## src/rtl/id_stage_pipe.sv

```systemverilog
// MIPS instruction-decode stage: register file with write-through bypass, immediate
// extension, destination select, load-use stall and a registered ID/EX stage.
module id_stage_pipe #(
  parameter int DW = 32,
  parameter int AW = 5
) (
  input  logic          CLK,
  input  logic          RST,
  input  logic          in_valid,
  output logic          in_ready,
  input  logic [31:0]   Ins,
  input  logic          flush,
  input  logic          wb_we,
  input  logic [AW-1:0] wb_adr,
  input  logic [DW-1:0] wb_data,
  output logic          out_valid,
  input  logic          out_ready,
  output logic [5:0]    out_op,
  output logic [DW-1:0] out_rdata1,
  output logic [DW-1:0] out_rdata2,
  output logic [DW-1:0] out_imm,
  output logic [AW-1:0] out_wadr,
  output logic          out_we,
  output logic [15:0]   hazard_cnt
);

  localparam int NREG = 1 << AW;

  localparam logic [5:0] OP_RTYPE = 6'h00;
  localparam logic [5:0] OP_J     = 6'h02;
  localparam logic [5:0] OP_JAL   = 6'h03;
  localparam logic [5:0] OP_BEQ   = 6'h04;
  localparam logic [5:0] OP_BNE   = 6'h05;
  localparam logic [5:0] OP_ANDI  = 6'h0C;
  localparam logic [5:0] OP_ORI   = 6'h0D;
  localparam logic [5:0] OP_XORI  = 6'h0E;
  localparam logic [5:0] OP_LUI   = 6'h0F;
  localparam logic [5:0] OP_LW    = 6'h23;
  localparam logic [5:0] OP_SW    = 6'h2B;

  logic [DW-1:0] rf [NREG];

  function automatic logic [DW-1:0] ext_imm(input logic [5:0] op, input logic [15:0] imm);
    logic [DW-1:0] r;
    r = '0;
    case (op)
      OP_ANDI, OP_ORI, OP_XORI: r[15:0] = imm;
      OP_LUI: begin
        r       = {DW{imm[15]}};
        r[31:0] = {imm, 16'h0000};
      end
      default: begin
        r       = {DW{imm[15]}};
        r[15:0] = imm;
      end
    endcase
    return r;
  endfunction

  function automatic logic [15:0] sat_inc(input logic [15:0] c);
    return (c == 16'hFFFF) ? c : c + 16'd1;
  endfunction

  logic [5:0]    op;
  logic [AW-1:0] rs_a, rt_a, rd_a, dst;
  logic [DW-1:0] rs_val, rt_val, imm_val;
  logic          dec_we, use_rs, use_rt, hazard, adv;

  assign op   = Ins[31:26];
  assign rs_a = AW'(Ins[25:21]);
  assign rt_a = AW'(Ins[20:16]);
  assign rd_a = AW'(Ins[15:11]);

  always_comb begin
    dst = rt_a;
    case (op)
      OP_JAL:   dst = AW'(31);
      OP_RTYPE: dst = rd_a;
      default:  dst = rt_a;
    endcase
  end

  assign dec_we  = !(op inside {OP_J, OP_BEQ, OP_BNE, OP_SW}) && (dst != '0);
  assign use_rt  = op inside {OP_RTYPE, OP_BEQ, OP_BNE, OP_SW};
  assign use_rs  = !(op inside {OP_J, OP_JAL});
  assign imm_val = ext_imm(op, Ins[15:0]);

  // Write-through: a same-cycle writeback to the read address wins over the array
  always_comb begin
    rs_val = '0;
    rt_val = '0;
    if (rs_a != '0) rs_val = (wb_we && wb_adr == rs_a) ? wb_data : rf[rs_a];
    if (rt_a != '0) rt_val = (wb_we && wb_adr == rt_a) ? wb_data : rf[rt_a];
  end

  assign hazard = out_valid && (out_op == OP_LW) && (out_wadr != '0) && in_valid &&
                  ((use_rs && out_wadr == rs_a) || (use_rt && out_wadr == rt_a));
  assign adv      = out_ready || !out_valid;
  assign in_ready = flush || (adv && !hazard);

  // ID/EX boundary
  always_ff @(posedge CLK) begin
    if (RST) begin
      for (int i = 0; i < NREG; i++) rf[i] <= '0;
      out_valid  <= 1'b0;
      out_op     <= '0;
      out_rdata1 <= '0;
      out_rdata2 <= '0;
      out_imm    <= '0;
      out_wadr   <= '0;
      out_we     <= 1'b0;
      hazard_cnt <= '0;
    end else begin
      if (wb_we && wb_adr != '0) rf[wb_adr] <= wb_data;
      if (flush) begin
        out_valid <= 1'b0;
      end else if (adv) begin
        if (hazard) begin
          out_valid  <= 1'b0;
          out_op     <= '0;
          out_rdata1 <= '0;
          out_rdata2 <= '0;
          out_imm    <= '0;
          out_wadr   <= '0;
          out_we     <= 1'b0;
          hazard_cnt <= sat_inc(hazard_cnt);
        end else begin
          out_valid  <= in_valid;
          out_op     <= op;
          out_rdata1 <= rs_val;
          out_rdata2 <= rt_val;
          out_imm    <= imm_val;
          out_wadr   <= dst;
          out_we     <= dec_we;
        end
      end
    end
  end

endmodule

```

## config.mk

```make
export PLATFORM = sky130hd
export DESIGN_NAME = id_stage_pipe
export DESIGN_NICKNAME = d
export VERILOG_FILES = /design/src/rtl/id_stage_pipe.sv
export SDC_FILE = /design/constraint.sdc
export NUM_CORES = 2
export LEC_CHECK = 0
export BUFFER_PORTS_ARGS = -buffer_cell sky130_fd_sc_hd__clkbuf_2
export CAP_MARGIN = 20
export CORE_UTILIZATION = 40
export DETAILED_ROUTE_END_ITERATION = 6
export SYNTH_ARGS = -nofsm -noshare
export SYNTH_HDL_FRONTEND = slang
export SYNTH_SLANG_ARGS = --single-unit
```

## constraint.sdc

```tcl
create_clock -name CLK -period 7.2 [get_ports CLK]
set_clock_uncertainty 0.2 [all_clocks]
set_input_delay 0.36 -clock CLK [delete_from_list [all_inputs] [get_ports CLK]]
set_output_delay 0.36 -clock CLK [all_outputs]
set_load 0.1 [all_outputs]
```

; ---- Word level (Yosys, flattened, before mapping)
; Memories as Yosys holds them, arrays and structs flattened.
; Index checks and enable logic that the tools add are counted.
[totals]
reg_bits = 125
ramBits = 1024
input_bits = 75
output_inout_bits = 126
mem_count = 1
[classes]
n_addsub = 1
n_eq_ne = 15
n_mux = 22
bitwise_logic = 2
reduce_logical = 32
[mem_list]
columns = name, depth, word_bits, rd, rd_clocked_by_memory_dff, write_ports, line_no
row1 = rf, 32, 32, 2, 0, 32, 41  ; logic [DW-1:0] rf [NREG];
[op_table]
columns = operator, n
row1 = $mux 32, 8
row2 = $pmux 16 s2, 1
row3 = $reduce_or 32->1, 1
row4 = $reduce_bool 5->1, 5
row5 = $eq 6x4->1 const B, 4
row6 = $eq 5x5->1, 4
row7 = $add 16x1->16 const B, 1
row8 = $eq 16x16->1 const B, 1
row9 = $mux 16, 1
row10 = $eq 6x2->1 const B, 2
row11 = $eq 6x3->1 const B, 2
row12 = $eq 6x6->1 const B, 2
row13 = $logic_and 1x1->1, 11
row14 = $mux 5, 2
row15 = $pmux 5 s2, 1
row16 = $mux 1, 8
row17 = $reduce_bool 4->1, 2
row18 = $logic_not 6->1, 1
row19 = $mux 6, 1
row20 = $logic_not 1->1, 4
row21 = $reduce_and 4->1, 1
row22 = $logic_or 1x1->1, 3
row23 = $reduce_or 3->1, 1
row24 = $not 1->1, 2
row25 = other kinds (3), 3

; ---- Depth between registers and ports, before layout
[depth]
ltp_word = 9
depth_mapped = 10
ltp_nobuf = 6

; ---- Least setup slack after synthesis
; Ideal clock, no wire load.
[synth_timing]
kind = input port to flip-flop
startpoint = input port wb_adr[2]
endpoint = memory rf[28][0], enable pin
setup_time_ns = 0.466
arrival_ns = 3.683
t_required_ns = 6.534
setup_slack_ns = 2.851
stages = 6
path_buffers = 3
path_cell_list = clkbuf_1 > or3_1 > clkbuf_1 > nand4bb_1 > clkbuf_1 > o21ai_0
[synth_lines]
columns = item, line_no
row1 = "start, declared", 14  ; input logic [AW-1:0] wb_adr,
row2 = "end, declared", 41

==> metrics.yaml <==
yosys:
  yosysUniqueCellTypes: 67
  ys_seq_area_share_pct: 55.0
  synth-xor-area-share_pct: 0.304
  synthCells: 4269
  avgSynthCellArea_sq_um: 14.2
  synth-seq-cells: 1149
  yosys-top-cells-area: "edfxtp_1 51%, mux4_2 16%, and2_1 10%, mux2i_1 4.4%, dfxtp_1 4.1%"
  synth_top_area_share_pct: 50.9
  synthAdderAreaFrac_pct: 0.0207
  synth_warnings: 0
  synth_area_leader_cell: "edfxtp_1"
  synth_top_flop_cell: "edfxtp_1"
  synthMuxAreaShare_pct: 21.6
  synth.cell_area_sq_um: 60400
  synth-edff-count: 1024
  yosys.area_share.simple_pct: 13.6
  synthArstFlopShare_pct: 0
  synth_top_family_by_area: "multiplexers"
  synth_compound_area_share_pct: 6.19
sta:
  finalCritPeriodShare_pct: 54.3
  grt_setup_unrepaired: "no"
  slew_viol_final: 0
  relSlewSlack_pct: 13.6
  setup-violations-final: 0
  whs_ns: 0.0829
  tns_ns: 0
  worst_pin_slew_ns: 1.30
  max_freq_mhz: 256
  finalHoldViolCount: 0
  min_period_ns: 3.91
finish:
  most-common-layout-cells: "1024 x edfxtp_1, 995 x and2_1, 424 x mux4_2"
  drive_gt1_share_pct: 25.9
  areaGrowthSynthToFinish_pct: 13.3
  fill_cells: 13200
  nets: 4407
  final_common_cell: "edfxtp_1"
power:
  swShare_pct: 26.9
  powerDensity_nw_per_um2: 246
  power.internal_uw: 12300
  clkPwrFrac_pct: 40.0
  switchingPower_uw: 4550
  ir_drop_uv: 251
  pwr-share-seq_pct: 46.5
  p_leak_uw: 0.0241
  comb_power_share_pct: 13.5
min_path:
  hold_class: "input pin to register"
route:
  viasPerCell: 6.19
  first_iter_violations: 5417
  routedWlPerCell_microns: 32.6
  drcViolationCount: 0
  via_count: 39900
  first_pass_iters: 5
  ant_nets: 0
  wirelength_mm: 211
clock_tree:
  cts_buffers: 133
  post_cts_resize_count: 0
  clk_latency_ns: 0.80
  clockBufferDepth: 3
  cts_tree: "done"
  cts-root-buf: "clkbuf_16"
  clock-sinks: 1149
  clkTransAtPathRegs_ns: 0.06
  cts.htree.levels: 4
setup_path:
  worstPathRequired_ns: 7.40
  crit_family: "buffers and inverters"
  r2r_slack_ns: 3.74
  cp_data_arrival_time_ns: 4.11
  cpPeakStageDelay_ns: 1.18
  cp_slowest_cell: "o21ai_4"
  cp.buffers_inverters: 3
  start_kind: "input pin"
  crit_type: "input pin to register"
  crit_path_end_kind: "register"
  crit_chain: "dlygate4sd3_1 > buf_6 > nor2b_1 > nand3_2 > o21ai_4 > buf_4"
  crit_fanout: 42
placement:
  hpwlAfterDp_mm: 123
  gp_congestion: 0.859
  numPortBuffers: 200
grt:
  antenna_found_initial: 19
  grt_pass1_vias: 39400
  grt-ovfl-total: 0
  track_usage_pct: 27.4
  grt_max_degree: 122
  grt_pass1_wl_mm: 294
floorplan:
  dieArea_sq_um: 153000
  rows: 142
  pin_count: 201
  die_x_microns: 391
  die_h_microns: 391
  start_util_pct: 40.3
  core_sq_um: 150000
status:
  status: "finished, final reports clean"
job:
  maxCapViolations: 0
## synth_stat cells, drive strengths merged, types with 15 or more instances
cell	n
a211oi	32
a21boi	28
a21o	15
a21oi	30
a221oi	65
a22oi	146
a32oi	32
and2	998
and3	37
buf	132
clkbuf	318
dfxtp	125
edfxtp	1024
mux2	76
mux2i	266
mux4	424
nand2	124
nand3	45
nor2	130
nor2b	21
o21ai	34
o22ai	28
o31ai	32
## routing by layer
metal | global-route usage, % | vias up | part of all wire [%]
li1 | - | 16400 | -
met1 | 37.3 | 20700 | 40
met2 | 41.8 | 2286 | 46
met3 | 6.87 | 474 | 11
met4 | 11.0 | 10 | 4.0
met5 | 0 | - | 0.027
## repair_timing
action,in CTS,in global routing
endpoints found under the hold margin,46,0
setup endpoints to repair,0,0
buffers inserted,0,0
hold buffers,38,0
## kinds of logic after synthesis
group / after synthesis
buffers and inverters: 454
AOI/OAI and AO/OA: 462
and+or+nand+nor: 1415
muxes: 766
other: 1
adders and majority gates: 1
xor gates and xnor gates: 21
DFF: 1149
## stage by stage
stage / cell area, sq um / power [uW] / worst slack (ns) / util (%) / instances
floorplan: 60600 / 9450 / 2.85 / - / 4300
detailed placement: 63700 / 10200 / 3.01 / 42.5 / 6170
global placement: 63700 / 10200 / 3.09 / 42.5 / 6168
global route: 68500 / 17300 / 3.23 / 45.7 / 6452
finish: 68500 / 16900 / 3.29 / 45.7 / 6453
CTS: 68400 / 16900 / 3.39 / 45.6 / 6447
## flip-flops by register name, summed over array words and instances (netlist names)
name / flops
out_we: 1
out_wadr: 5
out_rdata1: 32
out_valid: 1
out_op: 6
hazard_cnt: 16
rf: 1024
out_imm: 32
out_rdata2: 32
## tightest hold or removal path: stages
cell and delay, ns:
clkbuf_2 0.33, nor2_1 0.24, o31ai_2 0.07
## worst paths after layout
path                     from  cells past startpoint            end
setup reg to reg  out_wadr[0]                      7     out_imm[0]
hold / removal     wb_data[9]                      3  out_rdata2[9]
hold reg to reg        out_we                      2         out_we
setup / recovery          RST                      6       rf[3][9]
## layout make-up
cell class / count / area [sq um] / area share (%)
sequential: 1149 / 33300 / 48.5
antenna: 2 / 5.00 / 0.00731
clock buffer: 174 / 3590 / 5.25
tap: 2016 / 2520 / 3.68
multi-input combinational: 2697 / 26000 / 38.0
timing repair buffer: 346 / 2430 / 3.55
clock inverter: 65 / 673 / 0.983
inverter: 4 / 15.0 / 0.0219
## power groups by stage
stage,Combinational [uW],Sequential (uW),Clock [uW]
detailed placement,2230,7970,0
CTS,2250,7840,6830
global placement,2220,7950,0
finish,2280,7850,6760
floorplan,1200,8250,0
global route,2350,7880,7070
No activity file was read; power rests on OpenSTA's default activity.
